## src/rtl/hd44780_responder_if.sv

```systemverilog
// 8-bit HD44780 character-LCD bus as seen between driver (master) and display (slave).
interface hd44780_responder_if;
    logic       lcd_e;
    logic       lcd_rs;
    logic       lcd_rw;
    logic [7:0] lcd_data_in;
    logic [7:0] lcd_data_out;
    logic       lcd_data_oe;

    modport master (
        output lcd_e, lcd_rs, lcd_rw, lcd_data_in,
        input  lcd_data_out, lcd_data_oe
    );

    modport slave (
        input  lcd_e, lcd_rs, lcd_rw, lcd_data_in,
        output lcd_data_out, lcd_data_oe
    );
endinterface

```

## src/rtl/hd44780_responder.sv

```systemverilog
// HD44780-compatible display-side responder: 2-line DDRAM, AC, shift and scan port.
// Define READBACK_EN to support busy/AC status and DDRAM read cycles.
module hd44780_responder #(
    parameter int LINE_LEN    = 40,
    parameter int BUSY_CYCLES = 20
) (
    input  logic               clk,
    input  logic               rst,
    hd44780_responder_if.slave bus,
    input  logic [4:0]         scan_addr,
    output logic [7:0]         scan_char,
    output logic               busy,
    output logic               disp_on,
    output logic               overrun
);

    localparam int FILL_N = 2 * LINE_LEN;
    localparam int CW     = $clog2(FILL_N);
    localparam int BW     = $clog2(BUSY_CYCLES + 1);

    localparam logic [6:0] LL7    = 7'(LINE_LEN);
    localparam logic [5:0] LL6    = 6'(LINE_LEN);
    localparam logic [6:0] L1_END = LL7 - 7'd1;
    localparam logic [6:0] L2_END = 7'h40 + LL7 - 7'd1;

    typedef enum logic [1:0] {
        S_CLEAR,
        S_WAIT,
        S_IDLE
    } state_t;

    state_t          state;
    state_t          state_n;
    logic [CW-1:0]   fill_cnt;
    logic [BW-1:0]   busy_cnt;

    logic            e_s1;
    logic            e_s2;
    logic            e_d;
    logic            rs_l;
    logic            rw_l;
    logic [7:0]      d_l;

    logic [6:0]      ac;
    logic [5:0]      ofs;
    logic            id;
    logic            sh;
    logic [2:0]      fn;
    logic [1:0]      cb;

    logic [7:0]      mem [FILL_N];
    logic            mem_we;
    logic [CW-1:0]   mem_wa;
    logic [7:0]      mem_wd;

    logic            strobe;
    logic            wr_stb;
    logic            exec;
    logic            do_clear;
    logic            fill_last;

    function automatic logic [6:0] ac_inc(input logic [6:0] a);
        if (a == L1_END) return 7'h40;
        if (a == L2_END) return 7'h00;
        return a + 7'd1;
    endfunction

    function automatic logic [6:0] ac_dec(input logic [6:0] a);
        if (a == 7'h00) return L2_END;
        if (a == 7'h40) return L1_END;
        return a - 7'd1;
    endfunction

    function automatic logic [6:0] ac_set(input logic [6:0] a);
        if (a[5:0] >= LL6) return a[6] ? 7'h00 : 7'h40;
        return a;
    endfunction

    function automatic logic [5:0] ofs_inc(input logic [5:0] o);
        return (o == LL6 - 6'd1) ? 6'd0 : o + 6'd1;
    endfunction

    function automatic logic [5:0] ofs_dec(input logic [5:0] o);
        return (o == 6'd0) ? LL6 - 6'd1 : o - 6'd1;
    endfunction

    function automatic logic [CW-1:0] ddr_idx(input logic [6:0] a);
        return a[6] ? CW'(LINE_LEN) + CW'(a[5:0]) : CW'(a[5:0]);
    endfunction

    // Strobe fires on the synchronized falling edge; the bus was
    // captured on every cycle the synchronized enable was still high.
    always_ff @(posedge clk or posedge rst) begin
        if (rst) begin
            e_s1 <= 1'b0;
            e_s2 <= 1'b0;
            e_d  <= 1'b0;
            rs_l <= 1'b0;
            rw_l <= 1'b0;
            d_l  <= 8'h00;
        end else begin
            e_s1 <= bus.lcd_e;
            e_s2 <= e_s1;
            e_d  <= e_s2;
            if (e_s2) begin
                rs_l <= bus.lcd_rs;
                rw_l <= bus.lcd_rw;
                d_l  <= bus.lcd_data_in;
            end
        end
    end

    assign strobe    = e_d & ~e_s2;
    assign wr_stb    = strobe & ~rw_l;
    assign exec      = wr_stb & (state == S_IDLE);
    assign do_clear  = exec & ~rs_l & (d_l == 8'h01);
    assign fill_last = (state == S_CLEAR) && (fill_cnt == CW'(FILL_N - 1));

    always_ff @(posedge clk or posedge rst) begin
        if (rst) state <= S_CLEAR;
        else     state <= state_n;
    end

    always_comb begin
        state_n = state;
        busy    = (state != S_IDLE);
        unique case (state)
            S_CLEAR: if (fill_last) state_n = S_WAIT;
            S_WAIT:  if (busy_cnt == '0) state_n = S_IDLE;
            S_IDLE: begin
                if (do_clear)  state_n = S_CLEAR;
                else if (exec) state_n = S_WAIT;
            end
            default: state_n = S_CLEAR;
        endcase
    end

    always_ff @(posedge clk or posedge rst) begin
        if (rst) begin
            fill_cnt <= '0;
            busy_cnt <= '0;
        end else begin
            if (state == S_CLEAR)
                fill_cnt <= fill_last ? '0 : fill_cnt + 1'b1;
            if (fill_last || (exec && !do_clear))
                busy_cnt <= BW'(BUSY_CYCLES - 1);
            else if (state == S_WAIT && busy_cnt != '0)
                busy_cnt <= busy_cnt - 1'b1;
        end
    end

    always_comb begin
        mem_we = 1'b0;
        mem_wa = ddr_idx(ac);
        mem_wd = d_l;
        if (state == S_CLEAR && !rst) begin
            mem_we = 1'b1;
            mem_wa = fill_cnt;
            mem_wd = 8'h20;
        end else if (exec && rs_l) begin
            mem_we = 1'b1;
        end
    end

    always_ff @(posedge clk) begin
        if (mem_we) mem[mem_wa] <= mem_wd;
    end

    always_ff @(posedge clk or posedge rst) begin
        if (rst) begin
            ac      <= 7'h00;
            ofs     <= 6'd0;
            id      <= 1'b1;
            sh      <= 1'b0;
            fn      <= 3'b000;
            cb      <= 2'b00;
            disp_on <= 1'b0;
            overrun <= 1'b0;
        end else begin
            if (fill_last) begin
                ac  <= 7'h00;
                ofs <= 6'd0;
                id  <= 1'b1;
            end
            if (wr_stb && busy) overrun <= 1'b1;
            if (exec && rs_l) begin
                ac <= id ? ac_inc(ac) : ac_dec(ac);
                if (sh) ofs <= id ? ofs_inc(ofs) : ofs_dec(ofs);
            end else if (exec) begin
                unique casez (d_l)
                    8'b1???????: ac <= ac_set(d_l[6:0]);
                    8'b01??????: ;
                    8'b001?????: fn <= d_l[4:2];
                    8'b0001????: begin
                        if (d_l[3])
                            ofs <= d_l[2] ? ofs_dec(ofs) : ofs_inc(ofs);
                        else
                            ac <= d_l[2] ? ac_inc(ac) : ac_dec(ac);
                    end
                    8'b00001???: begin
                        disp_on <= d_l[2];
                        cb      <= d_l[1:0];
                    end
                    8'b000001??: begin
                        id <= d_l[1];
                        sh <= d_l[0];
                    end
                    8'b0000001?: begin
                        ac  <= 7'h00;
                        ofs <= 6'd0;
                    end
                    default: ;
                endcase
            end
`ifdef READBACK_EN
            if (strobe && rw_l && rs_l)
                ac <= id ? ac_inc(ac) : ac_dec(ac);
`endif
        end
    end

`ifdef READBACK_EN
    logic       rd_rise;
    logic [7:0] rd_data;
    logic       rd_oe;

    assign rd_rise = e_s2 & ~e_d & bus.lcd_rw;

    always_ff @(posedge clk or posedge rst) begin
        if (rst) begin
            rd_data <= 8'h00;
            rd_oe   <= 1'b0;
        end else if (rd_rise) begin
            rd_oe   <= 1'b1;
            rd_data <= bus.lcd_rs ? mem[ddr_idx(ac)] : {busy, ac};
        end else if (strobe) begin
            rd_oe   <= 1'b0;
        end
    end

    assign bus.lcd_data_out = rd_data;
    assign bus.lcd_data_oe  = rd_oe;
`else
    assign bus.lcd_data_out = 8'h00;
    assign bus.lcd_data_oe  = 1'b0;
`endif

    logic [5:0]    scan_sum;
    logic [5:0]    scan_pos;
    logic [CW-1:0] scan_idx;

    always_comb begin
        scan_sum = 6'(scan_addr[3:0]) + ofs;
        scan_pos = (scan_sum >= LL6) ? scan_sum - LL6 : scan_sum;
        scan_idx = scan_addr[4] ? CW'(LINE_LEN) + CW'(scan_pos)
                                : CW'(scan_pos);
    end

    always_ff @(posedge clk or posedge rst) begin
        if (rst)
            scan_char <= 8'h20;
        else
            scan_char <= disp_on ? mem[scan_idx] : 8'h20;
    end

endmodule

```

## src/flat_wrapper.sv

```systemverilog
// flat-port wrapper written by rule: the top's interface ports become plain ports
module hd44780_responder_flat 
#(
    parameter int LINE_LEN    = 40,
    parameter int BUSY_CYCLES = 20
)
  (clk, rst, scan_addr, scan_char, busy, disp_on, overrun, bus_lcd_e, bus_lcd_rs, bus_lcd_rw, bus_lcd_data_in, bus_lcd_data_out, bus_lcd_data_oe);
  hd44780_responder_if bus_i ();
  input  logic clk;
  input  logic rst;
  input  logic [4:0] scan_addr;
  output logic [7:0] scan_char;
  output logic busy;
  output logic disp_on;
  output logic overrun;
  input wire logic [$bits(bus_i.lcd_e)-1:0] bus_lcd_e;
  input wire logic [$bits(bus_i.lcd_rs)-1:0] bus_lcd_rs;
  input wire logic [$bits(bus_i.lcd_rw)-1:0] bus_lcd_rw;
  input wire logic [$bits(bus_i.lcd_data_in)-1:0] bus_lcd_data_in;
  output wire logic [$bits(bus_i.lcd_data_out)-1:0] bus_lcd_data_out;
  output wire logic [$bits(bus_i.lcd_data_oe)-1:0] bus_lcd_data_oe;
  assign bus_i.lcd_e = bus_lcd_e;
  assign bus_i.lcd_rs = bus_lcd_rs;
  assign bus_i.lcd_rw = bus_lcd_rw;
  assign bus_i.lcd_data_in = bus_lcd_data_in;
  assign bus_lcd_data_out = bus_i.lcd_data_out;
  assign bus_lcd_data_oe = bus_i.lcd_data_oe;
  hd44780_responder #(.LINE_LEN(LINE_LEN), .BUSY_CYCLES(BUSY_CYCLES)) u_core (.clk(clk), .rst(rst), .bus(bus_i), .scan_addr(scan_addr), .scan_char(scan_char), .busy(busy), .disp_on(disp_on), .overrun(overrun));
endmodule
```

## config.mk

```make
export PLATFORM = sky130hd
export DESIGN_NAME = hd44780_responder_flat
export DESIGN_NICKNAME = d
export VERILOG_FILES = /design/src/rtl/hd44780_responder_if.sv /design/src/rtl/hd44780_responder.sv /design/src/flat_wrapper.sv
export SDC_FILE = /design/constraint.sdc
export NUM_CORES = 1
export LEC_CHECK = 0
export BUFFER_PORTS_ARGS = -buffer_cell sky130_fd_sc_hd__buf_2
export CAP_MARGIN = 40
export CORE_MARGIN = 5
export CORE_UTILIZATION = 58
export DETAILED_ROUTE_END_ITERATION = 16
export PLACE_DENSITY_LB_ADDON = 0.08
export RECOVER_POWER = 25
export SETUP_SLACK_MARGIN = 0.5
export SYNTH_ARGS = -nofsm -noshare
export SYNTH_HDL_FRONTEND = slang
export SYNTH_SLANG_ARGS = --single-unit
```

## constraint.sdc

```tcl
create_clock -name clk -period 4.7 [get_ports clk]
set_input_delay 0.47 -clock clk [delete_from_list [all_inputs] [get_ports clk]]
set_output_delay 0.47 -clock clk [all_outputs]
set_load 0.05 [all_outputs]
```

Word-level counts from Yosys, hierarchy flattened --
Memory sizes are Yosys's and may differ from the RTL's. Index checks and enable logic that the tools add are counted.
Storage, ports and cells: register bits 52, memory bits (writable) 640, output and inout bits 20, logic and storage cells 158, memories 1
Cells by class: add/sub/neg operators 10, $lt $le $gt $ge 2, eq/ne operators 16, mux-type cells 86, bitwise logic cells 9, reductions and logical operators 18
Memories:
- u_core.mem | words 80, bits a word 8, read ports 1, clocked after Yosys merged registers in 0, wr ports 1, RTL line hd44780_responder.sv:51 | logic [7:0] mem [FILL_N];
Operator list (number):
- 2-to-1 mux 7 bit | 25
- 2-to-1 mux 6 bit | 10
- 2-to-1 mux 1 bit | 40
- == test 7 bit, second input constant | 3
- one-hot mux 7 bit (3 select lines) | 1
- 2-to-1 mux 8 bit | 2
- adder 6 x 6 -> 7 bit, first input constant | 2
- adder 7 x 1 -> 7 bit, second input constant | 2
- greater-or-equal comparator 6 bit, second input constant | 2
- one-hot mux 6 bit (2 select lines) | 1
- 2-to-1 mux 5 bit | 2
- AND reduction 3 bit | 3
- == test 8 x 1 -> 1 bit, second input constant | 1
- 2-to-1 mux 2 bit | 4
- == test 7 x 1 -> 1 bit, second input constant | 1
- == test 7 x 6 -> 1 bit, second input constant | 1
- logical NOT 7 bit | 1
- subtractor 7 x 1 -> 7 bit, second input constant | 1
- adder 4 x 6 -> 6 bit | 1
- adder 6 x 1 -> 6 bit, second input constant | 1
- == test 6 x 1 -> 1 bit, second input constant | 1
- == test 6 bit, second input constant | 1
- logical AND 1 bit | 6
- logical NOT 6 bit | 1
- 19 further kinds | 28

Depth between registers and ports, before layout --
depth in word-level cells 18, gate-level depth with buffers 18, depth with buffers taken out 17

Worst setup path before layout --
OpenSTA, ideal clock, no wires.
path type input to register, from in scan_addr[0], to reg u_core.scan_char[1], library setup time 0.120 ns, arrival time 3.883 ns, path slack 0.697 ns, stages on the path 15, path through ha_1 > fa_1 > nand3_1 > a21o_1 > nand2_1 > ha_1 > nand2b_1 > mux2i_1 > nor2_2 > ha_1 > nand2_1 > o31ai_4 > mux4_2 > a211o_1 > and3_1
On the way: word-level cells in the longest chain between the ends 7
Ends and longest elaborated chain:
- start, declared | RTL line flat_wrapper.sv:11 | input logic [4:0] scan_addr;
- adder 4 x 6 -> 6 bit (*) | RTL line hd44780_responder.sv:253 | scan_sum = 6'(scan_addr[3:0]) + ofs;
- subtractor 6 bit / greater-or-equal comparator 6 bit (equally long branches) | RTL line hd44780_responder.sv:254 | scan_pos = (scan_sum >= LL6) ? scan_sum - LL6 : scan_sum;
- 2-to-1 mux 6 bit (*) | RTL line hd44780_responder.sv:254
- adder 6 x 6 -> 7 bit | RTL line hd44780_responder.sv:255 | scan_idx = scan_addr[4] ? CW'(LINE_LEN) + CW'(scan_pos)
- 2-to-1 mux 7 bit (*) | RTL line hd44780_responder.sv:255
- memory read (80 x 8 bit) (*)
- 2-to-1 mux 8 bit (*) | RTL line hd44780_responder.sv:263 | scan_char <= disp_on ? mem[scan_idx] : 8'h20;
- end signal, assigned | RTL line hd44780_responder.sv:263
- end, declared | RTL line hd44780_responder.sv:11 | output logic [7:0] scan_char,
Mark *: on every way between the ends. The rest lies on a longest branch, timed or not. A chain may end at the register's enable or synchronous reset.

Final worst setup path --
from reg u_core.ofs[0], to reg u_core.scan_char[4]
On the way: word-level cells in the longest chain between the ends 7
Ends and longest elaborated chain:
- start, declared | RTL line hd44780_responder.sv:45 | logic [5:0] ofs;
- start signal, assigned | RTL line hd44780_responder.sv:188 | if (sh) ofs <= id ? ofs_inc(ofs) : ofs_dec(ofs);
- start signal, assigned | RTL line hd44780_responder.sv:196 | ofs <= d_l[2] ? ofs_dec(ofs) : ofs_inc(ofs);
- adder 4 x 6 -> 6 bit (*) | RTL line hd44780_responder.sv:253
- subtractor 6 bit / greater-or-equal comparator 6 bit (equally long branches) | RTL line hd44780_responder.sv:254
- 2-to-1 mux 6 bit (*) | RTL line hd44780_responder.sv:254
- adder 6 x 6 -> 7 bit | RTL line hd44780_responder.sv:255
- 2-to-1 mux 7 bit (*) | RTL line hd44780_responder.sv:255
- memory read (80 x 8 bit) (*)
- 2-to-1 mux 8 bit (*) | RTL line hd44780_responder.sv:263
Marked as above.

==> summary.md <==
| Metric | Value |
|---|---|
| Cell Rows | `82` |
| Synth top area cells | `edfxtp_1, mux4_2, dfrtp_1` |
| Clock-pin slew on the worst setup and hold paths | `60 ps` |
| Placer Congestion | `0.8917` |
| CP startpoint kind | `flop` |
| Sequential fraction of design power | `0.525` |
| Initial antenna violation count | `1` |
| Synthesis Warnings | `0` |
| F_max | `245.5 MHz` |
| Arrival @ worst endpoint | `4560 ps` |
| Commonest cells in the netlist | `edfxtp_1, mux4_2, nand2_1, nor2_1, clkbuf_1` |
| Antenna Violating Nets Remaining | `0` |
| Register area share after synthesis | `0.7029` |
| Total CTS buffers | `71` |
| Switching power | `0.002777 W` |
| Worst R2R End | `u_core.scan_char[4]` |
| First-pass detailed-route iteration total | `5` |
| Internal | `0.01022 W` |
| Cell Area, Synth | `29,200 sq um` |
| Proportion of layout cells with a drive suffix above 1 | `0.2569` |
| Total track usage | `0.2559` |
| Drt drc | `0` |
| Overflow after GRT | `0` |
| Reg2reg start | `u_core.ofs[0]` |
| Final Hold Viols | `0` |
| LEAKAGE | `11.20 nW` |
| Hold Startpoint | `bus_lcd_data_in[0]` |
| First-pass GRT wire length | `103.4 mm` |
| VDD IR max | `0.3099 mV` |
| Tcrit/Tclk final | `0.8668` |
| Switching part of the total | `0.2137` |
| Max transition margin | `-1.119` |
| Clock skew | `22.80 ps` |
| Post-synth top area share | `0.6582` |
| Unique cell type count in the Yosys netlist | `84` |
| Die area | `54,930 sq um` |
| Final setup fails | `0` |
| Mean post-synth cell area | `17.16 sq um` |
| Tmin final | `4074 ps` |
| CP endpoint | `u_core.scan_char[4]` |
| FF-to-FF path depth | `16` |
| Max_cap viols | `9` |
| Clock Power Share | `0.417` |
| Max Root-Sink Buffers | `3` |
| WL/cell | `26.67 um` |
| Area grow syn2layout | `14.07%` |
| Chip Width | `234.4 um` |
| Failing checks | `capacitance limit, slew limit` |
| WS Path Type | `reg -> reg` |
| Ys async rst share | `0.07514` |
| Boundary Pins | `38` |
| Post-synth top flop | `edfxtp_1` |
| Die H | `234.4 um` |
| Vias | `16.13k` |
| Final #Nets | `1,897` |
| Final hold slack | `102.1 ps` |
| Dominant cell type by area after synthesis | `edfxtp_1` |
| CP endpoint kind | `flop` |
| Clk_lat worst skew | `610 ps` |
| Core area | `49,970 sq um` |
| Placed wire-length estimate | `44.85 mm` |
| DP Cell Count | `2,448` |
| Status | `complete, but fails checks` |
| IO Port Bufs | `28` |
| Final WL | `68.99 mm` |
| CTS tree | `built` |
| Final std cells w/o fill | `2,587` |
| EDFF count, synth | `640` |
| Worst Setup SP | `u_core.ofs[0]` |
| Seq cells post-synth | `692` |
| Clock root cell | `clkbuf_16` |
| Setup TNS | `0 ps` |
| CTS sink cnt | `692` |
| Worst-path fanout max | `6` |
| Drt initial violations | `1,665` |
| Final core utilization | `0.6666` |
| Vias in the first global route | `16.02k` |
| Reg2Reg Setup Slack | `630 ps` |
| Cells after Synth | `1,701` |
| Worst-margin pin slew | `3178 ps` |
| Most common cell in the synthesized netlist | `edfxtp_1` |
| Cell Pwr Density | `390.1 nW/um^2` |
| Max Slew Vio Count | `514` |
| RSZ-0062 raised after global routing | `no` |
| H-tree Lvls | `3` |
| Combinational share of power | `0.058` |
| Hold Crit Class | `in -> reg` |
| Via density | `6.233` |
| Largest net degree at the start of global routing | `81` |
| Worst EP required | `5190 ps` |
| Initial core utilization | `0.5843` |
| ANT cells | `0` |
[per-layer routing]
metal	part of all wire	up-vias	wire (um)	track usage
li1	-	7067	-	-
met1	0.42	8360	28960	0.3728
met2	0.49	598	33960	0.4087
met3	0.064	101	4386	0.04020
met4	0.024	0	1679	0.07864
met5	0	-	0	0
[repair_timing]
action,in CTS,in global routing
hold buffers,1,0
setup buffers,1,9
pin swaps,2,5
hold endpoints to repair,1,0
endpoints found under the setup margin,7,7
gates resized for setup,4,5
cloned,0,1
[final cells by class]
class | instances | area (sq um)
repair buffers | 185 | 1401
clock buffers | 87 | 1858
well taps | 672 | 840.8
fillers | 3430 | 16660
inverters | 18 | 70.07
clock inverters | 40 | 367.9
flip-flops and latches | 692 | 20520
multi-input cells | 893 | 8243
[layout by cell type, fill, tap and decap left out, types with 5 or more instances in the layout]
cell type / synthesis / layout
ha_1: 17 / 14
o21ai_0: 40 / 40
conb_1: 1 / 9
nor3_1: 20 / 20
clkbuf_1: 57 / 31
nand2_1: 136 / 135
buf_12: 0 / 6
o31ai_1: 8 / 8
bufinv_16: 0 / 6
a32oi_1: 5 / 5
o21a_1: 5 / 5
a22o_1: 6 / 6
clkinv_2: 0 / 9
mux2i_1: 27 / 26
a311oi_1: 8 / 7
nand2b_1: 13 / 13
a21oi_1: 34 / 34
a221oi_1: 8 / 8
clkinv_1: 0 / 16
dfrtp_1: 50 / 49
and2_0: 0 / 7
nor2_1: 128 / 128
a211oi_1: 6 / 6
clkbuf_16: 0 / 73
nand4_1: 9 / 9
mux2_2: 19 / 19
mux4_2: 163 / 163
nand3_1: 47 / 46
buf_2: 27 / 16
inv_1: 17 / 17
edfxtp_1: 640 / 640
xor2_1: 8 / 7
a31oi_1: 21 / 21
nor2b_1: 10 / 10
and3_1: 17 / 17
buf_4: 11 / 139
xnor2_1: 26 / 25
nor3b_1: 5 / 5
[registers in the layout, summed over array words and instances, names as in the netlist, 2 cells and up]
signal and flops:
u_core.busy_cnt 5, u_core.ofs 6, u_core.ac 7, u_core.scan_char 8, u_core.mem 640, u_core.d_l 8, u_core.state 2, u_core.fill_cnt 7
[cells by family (layout without fill, tap and decap cells)]
kind of cell / count (synthesis) / in the layout / share of synthesized area
AND/OR/NAND/NOR: 426 / 426 / 0.06792
adder cells (fa/ha/maj): 18 / 18 / 0.007971
other: 1 / 9 / 0.0001284
XOR/XNOR: 34 / 34 / 0.01020
AO/OA/AOI/OAI: 193 / 193 / 0.04714
multiplexers: 213 / 213 / 0.1441
flip-flops: 692 / 692 / 0.7029
buffers and inverters: 124 / 330 / 0.01963
[power by group through the flow]
stage / registers, W / logic, W / clock network [W]
final: 0.00683 / 0.000747 / 0.00542
after floorplan: 0.00693 / 0.000483 / 0
after global routing: 0.00683 / 0.000797 / 0.00576
after detailed placement: 0.00695 / 0.000745 / 0
after CTS: 0.00682 / 0.000748 / 0.00552
after global placement: 0.00695 / 0.000718 / 0
[worst min path at each step]
stage | cells past startpoint | slack (ps) | end
6_report | 2 | 100 | u_core.d_l[0]
5_1_grt | 2 | 90 | u_core.d_l[0]
4_1_cts | 2 | 70 | u_core.d_l[0]
3_5_place_dp | 0 | 350 | u_core.e_s2
3_3_place_gp | 0 | 330 | u_core.e_s2
2_1_floorplan | 0 | 330 | u_core.e_s2
[worst max-delay path, stage by stage, from the launching register on]
cell and delay, ps:
dfrtp_2 450, ha_4 190, fa_4 530, nand3_2 110, a21o_1 150, nand2_1 110, ha_4 310, nand2_1 90
mux2i_4 260, nor2_4 90, ha_4 310, nand2_2 90, o31ai_4 140, buf_12 170, mux4_2 490, a211o_1 310
and3_1 160
[through the flow]
| stage | setup WS (ps) | area (sq um) | total power [W] |
|---|---|---|---|
| after floorplan | 697.0 | 29230 | 0.007417 |
| after global placement | 285.9 | 30890 | 0.007668 |
| after detailed placement | 194.9 | 30960 | 0.007692 |
| after CTS | 505.7 | 33210 | 0.01309 |
| after global routing | 510.4 | 33300 | 0.01339 |
| final | 626.0 | 33300 | 0.01299 |
(Power assumes the default switching activity.)
